File: src/rtl/demo_sequencer.sv
// Scene scheduler for the demo: counts video frames, steps through a fixed scene list and fades brightness between scenes.
// Build macro DEMO_SEQ_LOOP_EN: wrap from the last scene back to scene 0 instead of stopping in END.
module demo_sequencer #(
    parameter int                              NUM_SCENES       = 4,
    parameter int                              SCENE_BITS       = 2,
    parameter int                              FRAME_BITS       = 10,
    parameter logic [NUM_SCENES*FRAME_BITS-1:0] SCENE_LEN_PACKED = {NUM_SCENES{FRAME_BITS'(512)}},
    parameter int                              FADE_FRAMES      = 8,
    parameter int                              HALF_FPS         = 0
) (
    input  logic                  clk,
    input  logic                  reset_n,
    input  logic                  new_frame,
    input  logic [1:0]            advance,
    output logic [SCENE_BITS-1:0] scene,
    output logic [FRAME_BITS-1:0] scene_frame,
    output logic [1:0]            brightness,
    output logic                  scene_start,
    output logic                  paused,
    output logic                  music_en
);

`ifdef DEMO_SEQ_LOOP_EN
    localparam bit LOOP_EN = 1'b1;
`else
    localparam bit LOOP_EN = 1'b0;
`endif

    localparam int STEP_BITS = (FADE_FRAMES > 1) ? $clog2(FADE_FRAMES) : 1;

    typedef enum logic [2:0] {
        ST_RUN,
        ST_FADE_OUT,
        ST_SWITCH,
        ST_FADE_IN,
        ST_END
    } state_e;

    // ------------------------------------------------------------------
    // Button synchronizers and rising-edge detect
    // ------------------------------------------------------------------
    logic [1:0] sync1_q, sync1_d;
    logic [1:0] sync2_q, sync2_d;
    logic [1:0] prev_q,  prev_d;
    logic       skip_req;
    logic       pause_req;

    always_comb begin
        sync1_d = advance;
        sync2_d = sync1_q;
        prev_d  = sync2_q;
    end

    // NOTE: sequential state is always updated with <= so every flop samples the pre-edge values.
    always_ff @(posedge clk or negedge reset_n) begin
        if (!reset_n) begin
            sync1_q <= '0;
            sync2_q <= '0;
            prev_q  <= '0;
        end else begin
            sync1_q <= sync1_d;
            sync2_q <= sync2_d;
            prev_q  <= prev_d;
        end
    end

    assign skip_req  = sync2_q[0] & ~prev_q[0];
    assign pause_req = sync2_q[1] & ~prev_q[1];

    // ------------------------------------------------------------------
    // Frame tick, optionally halved
    // ------------------------------------------------------------------
    logic tick;

    generate
        if (HALF_FPS != 0) begin : g_half_fps
            logic phase_q, phase_d;

            always_comb begin
                phase_d = new_frame ? ~phase_q : phase_q;
            end

            always_ff @(posedge clk or negedge reset_n) begin
                if (!reset_n) begin
                    phase_q <= 1'b0;
                end else begin
                    phase_q <= phase_d;
                end
            end

            // Phase starts at 0, so the first pulse after reset only arms it.
            assign tick = new_frame & phase_q;
        end else begin : g_full_fps
            assign tick = new_frame;
        end
    endgenerate

    // ------------------------------------------------------------------
    // Sequencer state
    // ------------------------------------------------------------------
    state_e                state_q,  state_d;
    logic [SCENE_BITS-1:0] scene_q,  scene_d;
    logic [FRAME_BITS-1:0] frame_q,  frame_d;
    logic [1:0]            bright_q, bright_d;
    logic [STEP_BITS-1:0]  step_q,   step_d;
    logic                  start_q,  start_d;
    logic                  paused_q, paused_d;

    logic [FRAME_BITS-1:0] cur_len;
    logic                  last_frame;
    logic                  last_scene;
    logic                  step_wrap;

    always_comb begin
        cur_len = SCENE_LEN_PACKED[FRAME_BITS-1:0];
        for (int i = 0; i < NUM_SCENES; i++) begin
            if (scene_q == SCENE_BITS'(i)) begin
                cur_len = SCENE_LEN_PACKED[i*FRAME_BITS +: FRAME_BITS];
            end
        end
    end

    assign last_frame = (frame_q == cur_len - FRAME_BITS'(1));
    assign last_scene = (scene_q == SCENE_BITS'(NUM_SCENES - 1));
    assign step_wrap  = (step_q == STEP_BITS'(FADE_FRAMES - 1));

    always_comb begin
        // NOTE: every _d starts from its hold value so no branch can leave a latch behind.
        state_d  = state_q;
        scene_d  = scene_q;
        frame_d  = frame_q;
        bright_d = bright_q;
        step_d   = step_q;
        start_d  = 1'b0;
        paused_d = paused_q;

        if (pause_req && (state_q != ST_END)) begin
            paused_d = ~paused_q;
        end

        case (state_q)
            ST_RUN: begin
                // Skip wins over a same-cycle tick: frame count is not bumped.
                if (skip_req) begin
                    state_d = ST_FADE_OUT;
                    step_d  = '0;
                end else if (tick && !paused_q) begin
                    if (last_frame) begin
                        state_d = ST_FADE_OUT;
                        step_d  = '0;
                    end else begin
                        frame_d = frame_q + FRAME_BITS'(1);
                    end
                end
            end

            ST_FADE_OUT: begin
                if (bright_q == 2'd0) begin
                    step_d = '0;
                    if (last_scene && !LOOP_EN) begin
                        state_d = ST_END;
                    end else begin
                        state_d = ST_SWITCH;
                        scene_d = last_scene ? '0 : scene_q + SCENE_BITS'(1);
                        frame_d = '0;
                        start_d = 1'b1;
                    end
                end else if (tick) begin
                    if (step_wrap) begin
                        step_d   = '0;
                        bright_d = bright_q - 2'd1;
                    end else begin
                        step_d = step_q + STEP_BITS'(1);
                    end
                end
            end

            ST_SWITCH: begin
                state_d = ST_FADE_IN;
                step_d  = '0;
            end

            ST_FADE_IN: begin
                if (bright_q == 2'd3) begin
                    state_d = ST_RUN;
                    step_d  = '0;
                end else if (tick) begin
                    if (step_wrap) begin
                        step_d   = '0;
                        bright_d = bright_q + 2'd1;
                    end else begin
                        step_d = step_q + STEP_BITS'(1);
                    end
                end
            end

            ST_END: begin
                bright_d = 2'd0;
            end

            default: begin
                state_d = ST_RUN;
            end
        endcase
    end

    always_ff @(posedge clk or negedge reset_n) begin
        if (!reset_n) begin
            state_q  <= ST_RUN;
            scene_q  <= '0;
            frame_q  <= '0;
            bright_q <= 2'd3;
            step_q   <= '0;
            start_q  <= 1'b0;
            paused_q <= 1'b0;
        end else begin
            state_q  <= state_d;
            scene_q  <= scene_d;
            frame_q  <= frame_d;
            bright_q <= bright_d;
            step_q   <= step_d;
            start_q  <= start_d;
            paused_q <= paused_d;
        end
    end

    assign scene       = scene_q;
    assign scene_frame = frame_q;
    assign brightness  = bright_q;
    assign scene_start = start_q;
    assign paused      = paused_q;
    assign music_en    = ~paused_q & (state_q != ST_END);

endmodule

File: config.mk
export PLATFORM = sky130hd
export DESIGN_NAME = demo_sequencer
export DESIGN_NICKNAME = d
export VERILOG_FILES = /design/src/rtl/demo_sequencer.sv
export SDC_FILE = /design/constraint.sdc
export NUM_CORES = 1
export LEC_CHECK = 0
export ABC_AREA = 1
export CAP_MARGIN = 20
export CORE_ASPECT_RATIO = 1.5
export CORE_UTILIZATION = 54
export CTS_CLUSTER_SIZE = 16
export DETAILED_ROUTE_END_ITERATION = 7
export PLACE_DENSITY = 0.79
export SYNTH_ARGS = -nofsm -noshare
export SYNTH_HDL_FRONTEND = slang
export SYNTH_SLANG_ARGS = --single-unit
File: constraint.sdc
create_clock -name clk -period 1.9 [get_ports clk]
set_input_delay 0.285 -clock clk [delete_from_list [all_inputs] [get_ports clk]]
set_output_delay 0.285 -clock clk [all_outputs]
set_load 0.02 [all_outputs]
== After elaboration in Yosys (flattened, before gate mapping) ==
Cells that the tools add are included.

* Add/subtract/negate cells: 5
* Equal/unequal tests: 23
* Mux-type cells: 31
* Bitwise operators: 8
* Reductions and logical operators: 13

{| class="wikitable"
|+ Operator list
! operator !! count
|-
| 10-bit 2-to-1 mux || 5
|-
| 3-bit 2-to-1 mux || 13
|-
| 2-bit != test (second input constant) || 12
|-
| 10-bit case mux with 2 select lines || 1
|-
| 3-bit case mux with 5 select lines || 1
|-
| 2-bit 2-to-1 mux || 6
|-
| 3-bit case mux with 4 select lines || 1
|-
| 10-bit by 1-bit adder with 10-bit output (second input constant) || 1
|-
| 10-bit by 9-bit equality test with 1-bit output (second input constant) || 1
|-
| 3-bit != test (second input constant) || 3
|-
| 7-bit AND reduction || 1
|-
| 3-bit by 2-bit equality test with 1-bit output (second input constant) || 2
|-
| 3-bit equality test (second input constant) || 2
|-
| 2-bit case mux with 3 select lines || 1
|-
| 3-bit AND reduction || 2
|-
| 6-bit AND reduction || 1
|-
| 1-bit NOT || 5
|-
| 5-bit AND reduction || 1
|-
| 2-bit by 1-bit adder with 2-bit output (second input constant) || 2
|-
| 2-bit equality test (second input constant) || 2
|-
| 4-bit nonzero test || 1
|-
| 3-bit by 1-bit adder with 3-bit output (second input constant) || 1
|-
| 1-bit bitwise AND || 3
|-
| 3-bit by 1-bit equality test with 1-bit output (second input constant) || 1
|-
| other kinds (8) || 11
|}

* Register bits: 28
* Input port bits: 5
* Output and inout port bits: 17

== Depth between registers and ports, before layout ==
Gate-level depths: netlist of the first run.

* Word-level depth: 5
* Gate-level depth with buffers: 9
* Mapped depth without buffers: 9

== Least setup slack after synthesis of the first run ==
OpenSTA, ideal clock, no wires.

* Path type: register to register
* From: register frame_q[0], in the netlist scene_frame[0]
* To: register step_q[1]
* Library setup time: 0.117 ns
* Arrival time: 1.424 ns
* Required time: 1.783 ns
* Slack: 0.359 ns
* Cell stages (with the launch flop): 9
* Clock period less this slack: 1.541 ns
* Path through: dfrtp_1 ha_1 nand2_1 nor2_2 nand3_1 nand3_1 nand3_1 nand2_1 nand2_1

* Cells in the longest elaborated chain, start to end: 3

{| class="wikitable"
|+ Ends and longest elaborated chain
! item !! RTL line !! RTL
|-
| start, declared || 103 || <nowiki>logic [FRAME_BITS-1:0] frame_q, frame_d;</nowiki>
|-
| start signal, assigned || 219 || <nowiki>frame_q <= frame_d;</nowiki>
|-
| 10-bit by 9-bit equality test with 1-bit output || 123 || <nowiki>assign last_frame = (frame_q == cur_len - FRAME_BITS'(1));</nowiki>
|-
| 3-bit != test (no source line) || n/a ||
|-
| 3-bit AND reduction (no source line) || n/a ||
|-
| end signal, assigned || 221 || <nowiki>step_q <= step_d;</nowiki>
|-
| end, declared || 105 || <nowiki>logic [STEP_BITS-1:0] step_q, step_d;</nowiki>
|}

No other way between the ends.
A chain may end at the register's enable or synchronous reset.

== Final worst setup path of the first run ==
* From: register bright_q[0], in the netlist brightness[0]
* To: output brightness[0]

{| class="wikitable"
|+ RTL lines
! item !! RTL line !! RTL
|-
| start, declared || 104 || <nowiki>logic [1:0] bright_q, bright_d;</nowiki>
|-
| start signal, assigned || 220 || <nowiki>bright_q <= bright_d;</nowiki>
|-
| end, declared || 17 || <nowiki>output logic [1:0] brightness,</nowiki>
|}

No word-level cell between the ends.

==> impl_metrics.csv, run 1 <==
group,metric,value,unit
outcome,status,"complete, no violations",
clocking,htreeDepth,1,
sta,tns,0,ns
detailed_routing,wl,3.44,mm
clocking,clk_latency,0.28,ns
floorplan,core-area,0.00273,mm²
worst_setup_path,crit_path_top_delay_cell,"clkdlybuf4s50_1",
worst_setup_path,crit_arrival,1.48,ns
detailed_routing,via_per_inst,5.24,
floorplan,dieArea,0.00316,mm²
worst_setup_path,crit_buf_inv,1,
synthesis,synthMuxAreaShare,0.00711,
worst_setup_path,startpoint_type,"register",
placed_design,hpwl,2.53,mm
synthesis,synth_compound_area_frac,0.0521,
detailed_routing,first_pass_iters,5,
sta,slew_violations,0,
job,drv_cap,0,
clocking,clkTransAtPathRegs,0.09,ns
layout,insertedDiodeCount,0,
sta,fin_crit,1.76,ns
hold_path,min_path_type,"reg -> reg",
floorplan,dieWidth,46.2,µm
detailed_routing,ant_nets,0,
synthesis,yosys.cell_types.count,25,
worst_setup_path,worstPathRequired,1.62,ns
floorplan,pin_count,22,
clocking,ctsRootBufferMaster,"clkbuf_8",
synthesis,synth_top_family_by_area,"simple AND/OR/NAND/NOR gates",
sta,finalSetupViolCount,0,
synthesis,synth_nets,218,
placed_design,gp_congestion,0.959,
sta,rsz0062_at_grt,"false",
sta,hold_violations,0,
synthesis,ys_ff_latch,28,
worst_setup_path,worst-setup-path-type,"reg -> out",
sta,slew_headroom,0.694,
synthesis,syn-instance-count,209,
sta,period_share,0.929,
sta,clock.fmax,567,MHz
synthesis,syn-cell-area,0.00158,mm²
detailed_routing,first_iter_violations,61,
worst_setup_path,cpLargestDelayFamily,"buffers and inverters",
clocking,cts_buffer_depth,2,
global_route,gr-usage-all-layers,0.241,
global_route,grt_pass1_vias,1370,
synthesis,avgSynthCellArea,7.58,µm²
power_and_ir_drop,peakVddDrop,1.11,mV
placed_design,portBuffers,21,
global_route,grt_overflow_total,0,
layout,area_growth,22.0,%
clocking,cts_tree,"done",
floorplan,start_util,0.579,
worst_setup_path,path_cells,"clkdlybuf4s50_1",
sta,fin_worst_skew,0.00602,ns
detailed_routing,num_vias,1437,
global_route,grt_max_degree,29,
synthesis,synth_xor_xnor_area_share,0.0276,
layout,drive_gt1_frac,0.118,
sta,worstMarginPinSlew,0.459,ns
detailed_routing,drc,0,
global_route,antenna_found_initial,0,
worst_setup_path,critPathCaptureType,"primary output",
power_and_ir_drop,p_per_area,1400,mW/mm²
detailed_routing,wl_per_cell,12.5,µm
clocking,postCtsHoldBufs,0,
synthesis,yosys.area_share.simple,0.383,
clocking,numClockSinks,28,
synthesis,yosys_warnings,0,
synthesis,synth_fa_ha_area_frac,0.0316,
floorplan,die_y,68.3,µm
worst_setup_path,critPathMaxFanout,5,
clocking,postCtsSetupBuffers,0,
worst_setup_path,cpPeakStageDelay,0.62,ns
global_route,grt_first_pass_wirelength,5.53,mm
layout,nNetsFinal,247,
floorplan,num_rows,23,
power_and_ir_drop,power_leakage,0.971,nW
synthesis,yosysSeqAreaShare,0.444,
clocking,cts_buffers,3,
power_and_ir_drop,p_total,2.71,mW
## synth_stat cells
cell type | count | area [µm²]
a21oi_1 | 5 | 25.0
a21oi_4 | 1 | 16.3
dfrtp_1 | 26 | 651
dfstp_2 | 2 | 52.6
ha_1 | 4 | 50.1
inv_1 | 21 | 78.8
inv_2 | 2 | 7.51
mux2_2 | 1 | 11.3
nand2_1 | 73 | 274
nand2_2 | 3 | 18.8
nand2_4 | 2 | 22.5
nand3_1 | 11 | 55.1
nand3b_1 | 2 | 15.0
nand4_1 | 3 | 18.8
nor2_1 | 25 | 93.8
nor2_2 | 5 | 31.3
nor2_4 | 1 | 11.3
nor2_8 | 1 | 20.0
nor3_1 | 4 | 20.0
nor3b_1 | 1 | 7.51
o21ai_0 | 7 | 35.0
o22ai_1 | 1 | 6.26
or2_2 | 3 | 18.8
xnor2_1 | 3 | 26.3
xor2_1 | 2 | 17.5
## power by group
| part | total [mW] | internal [mW] | switching [mW] |
|---|---|---|---|
| logic | 1.33 | 0.497 | 0.830 |
| registers | 0.904 | 0.749 | 0.155 |
| clock network | 0.476 | 0.282 | 0.194 |
## worst paths after layout
| check | startpoint | end | slack, ns | cells past startpoint |
|---|---|---|---|---|
| max | brightness[0]$_DFFE_PN1P_ | brightness[0] | 0.14 | 1 |
| min in group asynchronous | reset_n | scene_frame[1]$_DFFE_PN0P_ | 0.37 | 2 |
| max in group asynchronous | reset_n | brightness[0]$_DFFE_PN1P_ | 1.21 | 2 |
| min | sync1_q[0]$_DFF_PN0_ | prev_d[0]$_DFF_PN0_ | 0.36 | 0 |
| max reg2reg | scene_frame[0]$_DFFE_PN0P_ | step_q[1]$_DFFE_PN0P_ | 0.18 | 8 |
| min reg2reg | sync1_q[0]$_DFF_PN0_ | prev_d[0]$_DFF_PN0_ | 0.36 | 0 |
## per-stage QoR
step / worst slack [ns] / hold WS [ns] / util / instance area, µm² / instances
2_1_floorplan: 0.359 / -0.0106 / - / 1580 / 209
3_3_place_gp: 0.263 / 0.334 / 0.681 / 1860 / 270
3_5_place_dp: 0.231 / 0.336 / 0.681 / 1860 / 270
4_1_cts: 0.124 / 0.358 / 0.707 / 1930 / 274
5_1_grt: 0.0643 / 0.376 / 0.707 / 1930 / 274
6_report: 0.135 / 0.358 / 0.707 / 1930 / 274
## sequential cells by signal, summed over array words and instances, names as in the netlist
signal       count
scene_frame     10
state_q          3
step_q           3
brightness       2
prev_d           2
prev_q           2
scene            2
sync1_q          2
paused           1
scene_start      1
## cell type report
type,count,area [µm²]
inverters,23,86.3
repair buffers,24,231
fillers,230,801
flip-flops and latches,28,703
well taps,37,46.3
clock buffers,3,41.3
multi-input cells,158,795
clock inverters,1,30.0
## worst reg2reg max path, stage by stage, from the launching register on
cell and delay, ns:
dfrtp_1 0.47, ha_1 0.23, nand2_1 0.12, nor2_2 0.17, nand3_1 0.15, nand3_1 0.16
nand3_1 0.17, nand2_1 0.09, nand2_1 0.05
## logic make-up after synthesis
logic type / Yosys count
xor+xnor: 5
compound gates: 14
mux: 1
fa+ha+maj: 4
flops: 28
simple gates: 134
buf+inv: 23
## per-layer routing
| layer | GRT usage | wire, µm |
|---|---|---|
| met1 | 0.245 | 1390 |
| met2 | 0.451 | 1850 |
| met3 | 0.0369 | 100 |
| met4 | 0.125 | 95 |
| met5 | 0 | 0 |
## timing repair
item / 4_1_cts / 5_1_grt
resized for setup: 1 / 0
endpoints found under the setup margin: 1 / 0
hold endpoints to repair: 0 / 0
## layout by cell type, fill, tap and decap left out, types with 3 or more instances in the layout
cell type | Yosys | layout
nor3_1 | 4 | 4
nand3_1 | 11 | 11
a21oi_1 | 5 | 5
dfrtp_1 | 26 | 26
o21ai_0 | 7 | 7
inv_1 | 21 | 21
nand4_1 | 3 | 3
nor2_1 | 25 | 25
nand2_2 | 3 | 3
clkdlybuf4s50_1 | 0 | 20
ha_1 | 4 | 4
buf_4 | 0 | 3
clkbuf_8 | 0 | 3
nand2_1 | 73 | 73
xnor2_1 | 3 | 3
nor2_2 | 5 | 5
or2_2 | 3 | 3
Power figures use the tool's default switching activity.
==> run 2: changes to the inputs <==
--- a/config.mk
+++ b/config.mk
@@ -12,6 +12,7 @@
 export CTS_CLUSTER_SIZE = 16
 export DETAILED_ROUTE_END_ITERATION = 7
 export PLACE_DENSITY = 0.79
+export SLEW_MARGIN = 0
 export SYNTH_ARGS = -nofsm -noshare
 export SYNTH_HDL_FRONTEND = slang
 export SYNTH_SLANG_ARGS = --single-unit
==> results of run 2 <==
No change in the layout: final DEF, timing and power equal those of run 1.
==> run 3: changes to the inputs <==
--- a/config.mk
+++ b/config.mk
@@ -12,6 +12,7 @@
 export CTS_CLUSTER_SIZE = 16
 export DETAILED_ROUTE_END_ITERATION = 7
 export PLACE_DENSITY = 0.79
+export SKIP_CTS_REPAIR_TIMING = 1
 export SLEW_MARGIN = 0
 export SYNTH_ARGS = -nofsm -noshare
 export SYNTH_HDL_FRONTEND = slang
==> impl_metrics.csv, run 3 (synthesis gave the netlist of run 1 again) <==
group,metric,value,unit
floorplan,core-area,0.00273,mm²
floorplan,die_y,68.3,µm
floorplan,start_util,0.579,
clocking,numClockSinks,28,
power_and_ir_drop,p_clk_frac,0.174,
worst_setup_path,cpPeakStageDelay,0.62,ns
placed_design,placed_cells,270,
sta,whs,0.358,ns
clocking,htreeDepth,1,
layout,drive_gt1_frac,0.118,
power_and_ir_drop,p_seq_frac,0.334,
sta,worstMarginPinSlew,0.462,ns
clocking,cts_tree,"done",
power_and_ir_drop,power_frac_comb,0.492,
placed_design,gp_congestion,0.959,
power_and_ir_drop,p_switching,1.17,mW
worst_setup_path,critPathMaxFanout,5,
clocking,cts_buffers,3,
job,drv_cap,0,
worst_setup_path,startpoint_type,"register",
layout,nNetsFinal,247,
detailed_routing,via_per_inst,5.23,
sta,fin_worst_skew,0.00324,ns
worst_setup_path,critPathCaptureType,"primary output",
global_route,grt_first_pass_wirelength,5.53,mm
floorplan,num_rows,23,
hold_path,whs_path_depth,0,
worst_setup_path,crit_cells,1,
floorplan,dieArea,0.00316,mm²
global_route,antenna_found_initial,0,
layout,final_cells,274,
layout,area_growth,22.3,%
layout,layout_commonest_cell,"nand2_1",
sta,slew_headroom,0.692,
worst_setup_path,crit_path_top_delay_cell,"clkdlybuf4s50_1",
power_and_ir_drop,power_leakage,0.979,nW
outcome,status,"complete, no violations",
power_and_ir_drop,switching_share,0.433,
clocking,ctsRootBufferMaster,"clkbuf_8",
global_route,grt_overflow_total,0,
sta,tns,0,ns
layout,largest_reg_flops,10,
detailed_routing,first_iter_violations,51,
layout,insertedDiodeCount,0,
sta,period_share,0.928,
global_route,grt_pass1_vias,1371,
sta,clock.fmax,567,MHz
sta,fin_crit,1.76,ns
detailed_routing,wl_per_cell,12.5,µm
worst_setup_path,cpLargestDelayFamily,"buffers and inverters",
detailed_routing,wl,3.44,mm
sta,hold_violations,0,
power_and_ir_drop,peakVddDrop,1.10,mV
hold_path,min_path_type,"reg -> reg",
worst_setup_path,worst-setup-path-type,"reg -> out",
floorplan,pin_count,22,
layout,layout.cells.most_common_list,"nand2_1, dfrtp_1, nor2_1",
floorplan,dieWidth,46.2,µm
detailed_routing,drc,0,
layout,fin_util,0.708,
worst_setup_path,worstPathRequired,1.62,ns
sta,finalSetupViolCount,0,
worst_setup_path,crit_arrival,1.48,ns
placed_design,hpwl,2.53,mm
power_and_ir_drop,p_total,2.70,mW
clocking,clkTransAtPathRegs,0.09,ns
sta,rsz0062_at_grt,"false",
worst_setup_path,path_cells,"clkdlybuf4s50_1",
clocking,cts_buffer_depth,2,
placed_design,portBuffers,21,
sta,slew_violations,0,
global_route,grt_max_degree,29,
detailed_routing,ant_nets,0,
global_route,gr-usage-all-layers,0.241,
detailed_routing,num_vias,1434,
power_and_ir_drop,p_per_area,1400,mW/mm²
power_and_ir_drop,internal_power,1.53,mW
detailed_routing,first_pass_iters,4,
worst_setup_path,r2r_cells,8,
clocking,clk_latency,0.28,ns
layout,nFillCells,228,
worst_setup_path,crit_buf_inv,1,
==> run 3: cell types whose count changed in the layout (fill, tap and decap cells not counted), sizes merged <==
cell,previous run,this run
dlygate4sd2,1,0
dlymetal6s2s,0,1
==> run 3: power by group through the flow <==
stage	registers [mW]	logic, mW	clock network, mW
global placement	0.903	1.29	0
detailed placement	0.915	1.32	0
CTS	0.904	1.33	0.479
global route	0.924	1.46	0.504
floorplan	0.992	0.809	0
finish	0.903	1.33	0.472
==> run 3: through the flow <==
stage	setup WS, ns	instance area [µm²]
5_1_grt	0.0643	1940
4_1_cts	-0.0351	1930
3_5_place_dp	0.231	1860
6_report	0.138	1940
3_3_place_gp	0.263	1860
2_1_floorplan	0.359	1580
==> run 3: cell type report <==
type	count	area, µm²	share of cell area
Clock buffer	3	41.3	0.0213
Clock inverter	1	30.0	0.0155
Inverter	23	86.3	0.0446
Multi-Input combinational cell	158	795	0.410
Sequential cell	28	703	0.363
Tap cell	37	46.3	0.0239
Timing Repair Buffer	24	235	0.121
==> run 3: path summary, 6_finish.rpt <==
path | startpoint | to | slack (ns)
setup / recovery | brightness[0]$_DFFE_PN1P_ | brightness[0] | 0.14
hold / removal | sync1_q[0]$_DFF_PN0_ | prev_d[0]$_DFF_PN0_ | 0.36
setup reg to reg | scene_frame[0]$_DFFE_PN0P_ | step_q[1]$_DFFE_PN0P_ | 0.19
hold reg to reg | sync1_q[0]$_DFF_PN0_ | prev_d[0]$_DFF_PN0_ | 0.36
max in group asynchronous | reset_n | brightness[0]$_DFFE_PN1P_ | 1.21
min in group asynchronous | reset_n | step_q[0]$_DFFE_PN0P_ | 0.38
==> run 3: per-layer routing <==
metal | up-vias | track usage | share of wire
li1 | 710 | - | -
met1 | 675 | 0.246 | 0.41
met2 | 40 | 0.449 | 0.54
met3 | 9 | 0.0369 | 0.031
met4 | 0 | 0.125 | 0.022
met5 | - | 0 | 0
